<file path="src/rtl/timer_dev.sv">
// Memory-mapped countdown timer on the CPU bridge bus.
// Word registers: CTRL (Addr 0), PRESET (Addr 1), COUNT (Addr 2, read-only).
// COUNT is loaded from PRESET, counts down to zero and then raises an interrupt:
// a level held until the next CTRL write (one-shot) or a one-cycle pulse per
// period (auto-reload).
module timer_dev #(
    parameter int CNT_WIDTH      = 32,
    parameter int AUTO_RELOAD_EN = 1
) (
    input  logic        clk,
    input  logic        reset,
    input  logic [1:0]  Addr,
    input  logic        We,
    input  logic [3:0]  Byte_sel,
    input  logic [31:0] DataIn,
    output logic [31:0] DataOut,
    output logic        IRQ
);

    typedef enum logic [1:0] {
        S_IDLE = 2'd0,
        S_LOAD = 2'd1,
        S_CNT  = 2'd2,
        S_INT  = 2'd3
    } state_t;

    localparam logic [1:0] A_CTRL   = 2'd0;
    localparam logic [1:0] A_PRESET = 2'd1;
    localparam logic [1:0] A_COUNT  = 2'd2;

    // CTRL[0]=Enable, CTRL[2:1]=Mode, CTRL[3]=IM; upper bits do not exist
    state_t                 r_state;
    logic [3:0]             r_ctrl;
    logic [CNT_WIDTH-1:0]   r_preset;
    logic [CNT_WIDTH-1:0]   r_count;
    logic                   r_irq_pend;
    logic                   r_irq;

    state_t                 w_state_nxt;
    logic [3:0]             w_ctrl_nxt;
    logic [CNT_WIDTH-1:0]   w_preset_nxt;
    logic [CNT_WIDTH-1:0]   w_count_nxt;
    logic                   w_pend_nxt;
    logic                   w_irq_nxt;
    logic                   w_ctrl_wr;
    logic                   w_preset_wr;
    logic                   w_auto;
    logic                   w_auto_nxt;
    logic [31:0]            w_preset_wide;

    assign w_ctrl_wr   = We && (Addr == A_CTRL);
    assign w_preset_wr = We && (Addr == A_PRESET);

    // Mode 1x and a build without auto-reload both fall back to one-shot
    assign w_auto     = (AUTO_RELOAD_EN != 0) && (r_ctrl[2:1] == 2'b01);
    assign w_auto_nxt = (AUTO_RELOAD_EN != 0) && (w_ctrl_nxt[2:1] == 2'b01);

    assign IRQ = r_irq;

    // Byte-merge of a PRESET write; bytes above CNT_WIDTH fall off on truncation
    always_comb begin
        w_preset_wide = 32'(r_preset);
        for (int i = 0; i < 4; i++) begin
            if (Byte_sel[i]) begin
                w_preset_wide[8*i +: 8] = DataIn[8*i +: 8];
            end
        end
        w_preset_nxt = w_preset_wr ? w_preset_wide[CNT_WIDTH-1:0] : r_preset;
    end

    // Next state, counter and CTRL/irq_pend; a CPU CTRL write overrides the FSM
    always_comb begin
        w_state_nxt = r_state;
        w_count_nxt = r_count;
        w_ctrl_nxt  = r_ctrl;
        w_pend_nxt  = r_irq_pend;

        case (r_state)
            S_IDLE: begin
                if (r_ctrl[0]) begin
                    w_state_nxt = S_LOAD;
                end
            end
            S_LOAD: begin
                w_count_nxt = r_preset;
                w_state_nxt = S_CNT;
            end
            S_CNT: begin
                if (!r_ctrl[0]) begin
                    w_state_nxt = S_IDLE;
                end else if (r_count > CNT_WIDTH'(1)) begin
                    w_count_nxt = r_count - CNT_WIDTH'(1);
                end else begin
                    w_count_nxt = '0;
                    w_pend_nxt  = 1'b1;
                    w_state_nxt = S_INT;
                end
            end
            S_INT: begin
                if (w_auto) begin
                    w_pend_nxt  = 1'b0;
                    w_state_nxt = S_LOAD;
                end else begin
                    w_ctrl_nxt[0] = 1'b0;
                    w_state_nxt   = S_IDLE;
                end
            end
            default: begin
                w_state_nxt = S_IDLE;
            end
        endcase

        if (w_ctrl_wr) begin
            w_pend_nxt = 1'b0;
            if (Byte_sel[0]) begin
                w_ctrl_nxt = DataIn[3:0];
            end
        end

        // IRQ is registered from next-cycle values so it rises together with INT
        w_irq_nxt = w_ctrl_nxt[3] & (w_auto_nxt ? (w_state_nxt == S_INT) : w_pend_nxt);
    end

    // Register update with synchronous active-low reset overriding any write
    always_ff @(posedge clk) begin
        if (!reset) begin
            r_state    <= S_IDLE;
            r_ctrl     <= '0;
            r_preset   <= '0;
            r_count    <= '0;
            r_irq_pend <= 1'b0;
            r_irq      <= 1'b0;
        end else begin
            r_state    <= w_state_nxt;
            r_ctrl     <= w_ctrl_nxt;
            r_preset   <= w_preset_nxt;
            r_count    <= w_count_nxt;
            r_irq_pend <= w_pend_nxt;
            r_irq      <= w_irq_nxt;
        end
    end

    // Read mux, no side effects; unmapped word reads zero
    always_comb begin
        case (Addr)
            A_CTRL:   DataOut = {28'd0, r_ctrl};
            A_PRESET: DataOut = 32'(r_preset);
            A_COUNT:  DataOut = 32'(r_count);
            default:  DataOut = 32'd0;
        endcase
    end

endmodule
</file>
<file path="config.mk">
export PLATFORM = sky130hd
export DESIGN_NAME = timer_dev
export DESIGN_NICKNAME = d
export VERILOG_FILES = /design/src/rtl/timer_dev.sv
export SDC_FILE = /design/constraint.sdc
export NUM_CORES = 1
export LEC_CHECK = 0
export ABC_CLOCK_PERIOD_IN_PS = 2750
export BUFFER_PORTS_ARGS = -buffer_cell sky130_fd_sc_hd__buf_2
export CORE_MARGIN = 8
export CORE_UTILIZATION = 50
export CTS_CLUSTER_DIAMETER = 30
export DETAILED_ROUTE_END_ITERATION = 8
export PLACE_DENSITY = 0.73
export SKIP_LAST_GASP = 1
export SLEW_MARGIN = 5
export SYNTH_ARGS = -nofsm -noshare
export SYNTH_HDL_FRONTEND = slang
export SYNTH_SLANG_ARGS = --single-unit
</file>
<file path="constraint.sdc">
create_clock -name clk -period 2.75 [get_ports clk]
set_clock_uncertainty 0.05 [all_clocks]
set_input_delay 0.1375 -clock clk [delete_from_list [all_inputs] [get_ports clk]]
set_output_delay 0.1375 -clock clk [all_outputs]
set_load 0.01 [all_outputs]
</file>
# Word-level counts from Yosys, hierarchy flattened
# Index checks and enable logic that the tools add are counted.
# Widths: inputs -> output; s select.
[totals]
register_bits = 72
inputBits = 41
out_inout_bits = 33
[classes]
addsub = 1
n_eq_ne = 9
n_mux = 19
n_reduce_logical = 10
n_bitwise = 1
magnitude_cmp = 1
[op_table]
columns = ["operator", "count"]
rows = [
  ["$pmux 32 s3", 1],
  ["$mux 32", 2],
  ["$pmux 32 s2", 1],
  ["$gt 32x1->1 const B", 1],
  ["$sub 32x1->32 const B", 1],
  ["$reduce_and 2->1", 5],
  ["$eq 2x1->1 const B", 4],
  ["$eq 2x2->1 const B", 4],
  ["$mux 1", 8],
  ["$mux 4", 2],
  ["$pmux 2 s4", 1],
  ["$mux 2", 3],
  ["$logic_not 2->1", 2],
  ["$logic_and 1x1->1", 2],
  ["$ne 2x2->1 const B", 1],
  ["$pmux 1 s2", 1],
  ["$reduce_bool 2->1", 1],
  ["$and 1x1->1", 1],
]

# Longest topological paths before layout
# Gate-level depths: netlist of the first run.
[logic_depth]
ltp_word = 8
ltp_mapped = 9
ltp_nobuf = 8

# Least setup slack after synthesis of the first run
# Ideal clock, no wire load.
[synth_timing]
kind = "reg2reg"
from = "reg r_count[0]"
to = "reg r_count[24]"
required_time_ns = 2.567
setup_time_ns = 0.133
stages_incl_launch_ff = 10
slack_ns = 0.388
arrival_time_ns = 2.180
path_cell_list = "dfxtp_1 -> inv_1 -> ha_1 -> or4b_2 -> clkbuf_1 -> nor4_1 -> nand4b_1 -> and2_1 -> o21ai_0 -> a31oi_1"
[synth_between]
elab_chain_len = 4
elab_cells_between_ends = 5
cone_classes = "add/sub (1); order compare (1); mux (3)"
[synth_lines]
columns = ["element", "line", "source"]
rows = [
  ["start: declaration", "35", "logic [CNT_WIDTH-1:0] r_count;"],
  ["start signal: assignment", "137", "r_count <= w_count_nxt;"],
  ["$sub 32x1->32 or $gt 32x1->1 (tied branches)", "92, 91", ""],
  ["$mux 32 (*)", "91", "end else if (r_count > CNT_WIDTH'(1)) begin"],
  ["$mux 32 (*)", "89", "if (!r_ctrl[0]) begin"],
  ["$pmux 32 s2 (*)", "78", "case (r_state)"],
]
# Mark *: on every way between the ends. The rest lies on a longest branch, timed or not. The select of a mux whose other input is x is not followed.
# A chain may end at the register's enable or synchronous reset.

# Final worst setup path of the first run
[layout_timing]
from = "reg r_count[13]"
to = "reg r_count[2]"
[layout_between]
elab_chain_len = 4
[layout_lines]
columns = ["element", "line"]
rows = [
  ["$gt 32x1->1", "91"],
  ["$mux 32", "91"],
  ["$mux 32", "89"],
  ["$pmux 32 s2", "78"],
]
# Every way passes these cells. The select of a mux whose other input is x is not followed.

==> flow_summary.toml, run 1 <==
[status]
status = "complete, no violations"

[layout]
nFillCells = 703
antenna_cells = 0
final_cell_mix = "nand2_1, buf_2, dfxtp_1"
drive_above_1_share_pct = 20.29
nNetsFinal = 664
syn_to_final_growth_pct = 26.27
final_common_cell = "nand2_1"

[setup_path]
crit_path_end_kind = "flop"
critical_path_class = "reg -> reg"
reg2reg_from = "r_count[13]$_SDFFE_PN0P_"
r2r-end = "r_count[2]$_SDFFE_PN0P_"
cp_max_fo = 19
cp_data_arrival_time_ns = 2.77
startpoint_type = "flop"
required_ns = 2.95
ff2ff_path_depth = 6
r2r_slack_ns = 0.18

[min_path]
hold_end = "r_count[1]$_SDFFE_PN0P_"
hold_class = "in -> reg"
worst_hold_startpoint = "reset"
min_path_cells = 2

[power_and_ir_drop]
power.share.clock_pct = 42.4
switching_share_pct = 24.70
peakVddDrop_mv = 0.3422
seqPwrFrac_pct = 47.6
powerDensity_nw_per_um2 = 445.9
p_int_w = 0.001686
p_switching_w = 0.0005531
power.leakage_nw = 2.055
p_comb_share_pct = 10.0

[clock_tree]
cts_root_buf = "clkbuf_8"
clk_path_buf_depth = 2
post_cts_buffers = 0
cts_tree = "built"
cts_buffers = 9
clk_latency_ns = 0.35
cts.sinks = 72
path_clk_slew_ns = 0.08
htree_levels = 3

[grt]
antenna_found_initial = 0
grt_pass1_wl_um = 20710
grt_max_degree = 56
grt-ovfl-total = 0
gr-usage-all-layers_pct = 22.44
grt_pass1_vias = 4251

[drt]
drtPass1Iterations = 6
drt-total-wl_um = 12480
vias_per_cell = 6.055
wl_per_cell_um = 17.15
drcViolationCount = 0
ant_nets = 0
dr_total_vias = 4408
dr.first_iter.drc_count = 268

[floorplan]
die_y_um = 105.2
start_util_pct = 51.46
core_area_um2 = 7727
row_count = 32
pin_count = 74
die-area_um2 = 11060
die_w_um = 105.2

[timing]
min_period_over_period_pct = 93.50
setup_viol = 0
slew-limit-headroom_pct = 59.07
final.setup.tns_ns = 0
fmax_ghz = 0.3889
slew_viol_final = 0
rsz0062_at_grt = "false"
hold_violations = 0
fin_ws_ns = 0.1788
fin_crit_ns = 2.571
tightest_slew_ns = 0.6092

[yosys]
syn_nets = 567
synthFlopType = "dfxtp_1"
synth_seq_cells = 72
synth_area_leaders = "dfxtp_1, nand2_1, a22o_1, a21oi_1, nand3_1"
seq_area_frac_synth_pct = 36.25
synth_top_area_share_pct = 36.25
synth_largest_area_cell = "dfxtp_1"
yosysWarnings = 0
syn_avg_cell_area_um2 = 7.588
async_flop_share_pct = 0
mappedNetlistArea_um2 = 3976
synth_cell_types = 60
synth_edf_count = 0
syn_inst = 524

[run]
maxCapViolations = 0

[place]
dp_hpwl_um = 8462
portBuffers = 73
gp_congestion = 0.9436
pre_cts_ws_ns = 0.2160
## synthesized netlist by cell type (all sizes together), types with 2 or more instances
cell,number
a211oi,6
a21o,2
a21oi,48
a221oi,4
a22o,31
a22oi,5
a31oi,9
a32o,3
a32oi,2
and2,3
and3,9
buf,4
clkbuf,35
dfxtp,72
ha,2
inv,5
mux2i,11
nand2,109
nand2b,2
nand3,28
nand4,4
nor2,33
nor2b,6
nor3,16
nor4,7
nor4b,3
o211ai,3
o21ai,28
o221ai,2
o22ai,4
o311ai,2
o31ai,3
o41ai,4
or2,2
or4,2
xor2,2
## stage by stage
step / hold slack, ns / utilization, % / total power [W] / area [um^2] / cells
2_1_floorplan: 0.2235 / - / 0.001203 / 3976 / 524
3_3_place_gp: 0.3272 / 57.89 / 0.001273 / 4473 / 680
3_5_place_dp: 0.3334 / 57.89 / 0.001275 / 4473 / 680
4_1_cts: 0.1722 / 64.90 / 0.002242 / 5015 / 728
5_1_grt: 0.1888 / 64.98 / 0.002315 / 5021 / 728
6_report: 0.1830 / 64.98 / 0.002239 / 5021 / 728
## kinds of logic after synthesis
group	after synthesis	share of synthesized area (%)
XOR/XNOR	3	0.6609
buffers and inverters	44	4.374
multiplexers	12	3.052
AO/OA/AOI/OAI	162	27.85
flip-flops	72	36.25
AND/OR/NAND/NOR	229	27.19
adder cells (fa/ha/maj)	2	0.6292
## metal layers
layer  GRT usage (%)  wire length [um]  vias to the layer above
li1                -                 -                     2121
met5               0                 0                        -
met3           4.361               807                       22
met1           27.33              5359                     2090
met2           37.56              6029                      175
met4           9.786               286                        0
## sequential cells by signal, summed over array words and instances, names as in the netlist
signal      cells
r_count        32
IRQ             1
r_preset       32
r_irq_pend      1
r_ctrl          4
r_state         2
## cell type report
cell class	instances	area (um^2)	area share [%]
inverters	5	18.77	0.3738
flip-flops and latches	72	1441	28.71
clock inverters	5	80.08	1.595
multi-input cells	408	2376	47.32
well taps	102	127.6	2.542
repair buffers	125	835.8	16.65
clock buffers	11	141.4	2.816
## worst max-delay path: stages (launching register included)
cell,delay [ns]
dfxtp_1,0.37
or4_1,0.68
nor4b_4,0.44
and2_4,0.26
a21oi_4,0.15
a32o_1,0.30
a32o_1,0.20
## power groups by stage
stage                     clock, W  combinational, W  sequential [W]
after floorplan                  0          0.000116         0.00109
after global placement           0          0.000183         0.00109
final                     0.000949          0.000223         0.00107
after CTS                 0.000956          0.000220         0.00107
after detailed placement         0          0.000184         0.00109
after global routing       0.00100          0.000246         0.00107
## repair_timing
action / CTS / global route
gates resized for setup: 0 / 1
hold endpoints to repair: 34 / 0
setup endpoints to repair: 0 / 2
hold buffers: 32 / 0
## worst max-delay path by stage
stage / startpoint / end / slack [ns] / depth (start not counted)
final: r_count[13]$_SDFFE_PN0P_ / r_count[2]$_SDFFE_PN0P_ / 0.18 / 6
after global placement: r_count[0]$_SDFFE_PN0P_ / r_count[24]$_SDFFE_PN0P_ / 0.27 / 8
after global routing: r_count[0]$_SDFFE_PN0P_ / r_count[24]$_SDFFE_PN0P_ / 0.05 / 8
after detailed placement: r_count[0]$_SDFFE_PN0P_ / r_count[24]$_SDFFE_PN0P_ / 0.22 / 8
after CTS: r_count[0]$_SDFFE_PN0P_ / r_count[24]$_SDFFE_PN0P_ / 0.19 / 8
after floorplan: r_count[0]$_SDFFE_PN0P_ / r_count[24]$_SDFFE_PN0P_ / 0.39 / 9
(Power assumes the default switching activity.)
==> inputs of run 2 (changes only) <==
--- a/config.mk
+++ b/config.mk
@@ -5,13 +5,14 @@
 export SDC_FILE = /design/constraint.sdc
 export NUM_CORES = 1
 export LEC_CHECK = 0
+export ABC_AREA = 1
 export ABC_CLOCK_PERIOD_IN_PS = 2750
 export BUFFER_PORTS_ARGS = -buffer_cell sky130_fd_sc_hd__buf_2
 export CORE_MARGIN = 8
 export CORE_UTILIZATION = 50
 export CTS_CLUSTER_DIAMETER = 30
 export DETAILED_ROUTE_END_ITERATION = 8
-export PLACE_DENSITY = 0.73
+export PLACE_DENSITY = 0.72
 export SKIP_LAST_GASP = 1
 export SLEW_MARGIN = 5
 export SYNTH_ARGS = -nofsm -noshare
==> run 2 against run 1 <==
Against the previous run: non-clock buffer count down 46; cell count rose by 10%; register-to-register slack better by 0.56 ns; sequential share of layout area is 0.72 points higher; flip-flop and latch count is the same; highest routed layer unchanged.
==> flow_summary.toml, run 2 <==
[grt]
grt-ovfl-total = 0
grt_pass1_wl_um = 19620
antenna_found_initial = 0
grt_pass1_vias = 4092
grt_max_degree = 47
gr-usage-all-layers_pct = 20.43

[clock_tree]
cts_root_buf = "clkbuf_8"
htree_levels = 3
clk_path_buf_depth = 2
clk_latency_ns = 0.35
path_clk_slew_ns = 0.08
post_cts_buffers = 0
cts_buffers = 9
cts.sinks = 72
cts_tree = "built"

[setup_path]
cp_data_arrival_time_ns = 2.25
crit_slowest_cell = "dfxtp_1"
startpoint_type = "flop"
crit_path_end_kind = "flop"
crit_chain = "inv_2 -> ha_1 -> o21ai_0 -> nor2_2 -> nand3_2 -> nor2_8 -> nor2_8 -> o21ai_0 -> a21oi_1"
required_ns = 2.98
cpPeakStageDelay_ns = 0.38
cp_num_buf_inv = 1
cp_max_fo = 27
path_delay_family = "simple AND/OR/NAND/NOR gates"
critical_path_class = "reg -> reg"

[drt]
ant_nets = 0
wl_per_cell_um = 14.72
drt-total-wl_um = 11840
drtPass1Iterations = 4
dr.first_iter.drc_count = 259
dr_total_vias = 4338
drcViolationCount = 0
vias_per_cell = 5.396

[timing]
hold_violations = 0
slew_viol_final = 0
final.setup.tns_ns = 0
rsz0062_at_grt = "false"
min_period_over_period_pct = 73.28
fin_hold_ws_ns = 0.007749
fmax_ghz = 0.4963
tightest_slew_ns = 0.7398
slew-limit-headroom_pct = 50.68
setup_viol = 0
fin_crit_ns = 2.015

[yosys]
yosysMostFrequentCell = "a21oi_1"
mappedNetlistArea_um2 = 4252
synth_top_area_share_pct = 33.90
synth_seq_cells = 72
synthFlopType = "dfxtp_1"
seq_area_frac_synth_pct = 33.90
synth_area_leaders = "dfxtp_1, a21oi_1, o21ai_0, nand2_1, inv_1"
synth_cell_types = 34
async_flop_share_pct = 0
syn_nets = 675
synth_largest_area_cell = "dfxtp_1"
synth_common_cells = "a21oi_1, nand2_1, inv_1, dfxtp_1, nor2_1"
syn_avg_cell_area_um2 = 6.727
synth_edf_count = 0
syn_inst = 632
yosysWarnings = 0

[place]
gp_congestion = 0.9085
dp_hpwl_um = 8512
portBuffers = 73

[layout]
final_common_cell = "a21oi_1"
final_cell_mix = "a21oi_1, nand2_1, inv_1"
reg_top3 = "r_count: 32 flops, r_preset: 32 flops, r_ctrl: 4 flops"
syn_to_final_growth_pct = 15.21
antenna_cells = 0
drive_above_1_share_pct = 20.17
nNetsFinal = 737

[min_path]
hold_class = "in -> reg"

[floorplan]
die_w_um = 108.2
die-area_um2 = 11710
core_area_um2 = 8217
start_util_pct = 51.74
die_y_um = 108.2
row_count = 33
pin_count = 74

[power_and_ir_drop]
peakVddDrop_mv = 0.2865
power.leakage_nw = 2.186
powerDensity_nw_per_um2 = 548.8

[run]
maxCapViolations = 0

[status]
status = "complete, no violations"
run 2: metrics by stage:
step	power [W]	cell area [um^2]	utilization, %	setup slack (ns)	instances
floorplan	0.001530	4252	-	1.147	632
global placement	0.001654	4633	56.39	0.8624	786
detailed placement	0.001664	4633	56.39	0.7958	786
CTS	0.002694	4898	59.62	0.7493	804
global route	0.002810	4898	59.62	0.5421	804
finish	0.002688	4898	59.62	0.7349	804
run 2: area by class of cell:
cell class                 instances  area (um^2)
sequential                        72         1441
clock inverter                     5        103.9
inverter                          83        314.1
tap                              105        131.4
fill                             804         3318
clock buffer                      11        141.4
multi-input combinational        449         2351
timing repair buffer              79        415.4
run 2: repair_timing:
item,in CTS,in global routing
hold buffers,2,0
gates resized for setup,0,0
endpoints found under the hold margin,2,0
run 2: path summary, 6_finish.rpt:
kind | cells past startpoint | from | end | slack (ns)
setup / recovery | 9 | r_count[0]$_SDFFE_PN0P_ | r_count[2]$_SDFFE_PN0P_ | 0.73
hold / removal | 3 | DataIn[20] | r_preset[20]$_SDFFE_PN0P_ | 0.008
setup reg to reg | 9 | r_count[0]$_SDFFE_PN0P_ | r_count[2]$_SDFFE_PN0P_ | 0.73
hold reg to reg | 2 | r_preset[7]$_SDFFE_PN0P_ | r_preset[7]$_SDFFE_PN0P_ | 0.42
run 2: layer usage:
metal  routed length [um]  track usage (%)
met1                 5329            25.87
met2                 5585            33.87
met3                  797            5.235
met4                  125            4.757
met5                    0                0
run 2: worst reg2reg max path: stages (launching register included):
cell and delay [ns]:
dfxtp_1 0.38, inv_2 0.08, ha_1 0.26, o21ai_0 0.21
nor2_2 0.05, nand3_2 0.12, nor2_8 0.06, nor2_8 0.38
o21ai_0 0.19, a21oi_1 0.17
run 2: cell families after synthesis:
family | synth area share (%)
adders and majority gates | 0.5885
AOI/OAI and AO/OA | 26.75
xor gates and xnor gates | 2.060
and+or+nand+nor | 25.90
buffers and inverters | 10.80
DFF | 33.90
run 2: power by group:
group / internal [W] / switching, W
clock network: 0.000628 / 0.000408
registers: 0.00107 / 0.0000275
logic: 0.000188 / 0.000363
total: 0.00189 / 0.000798
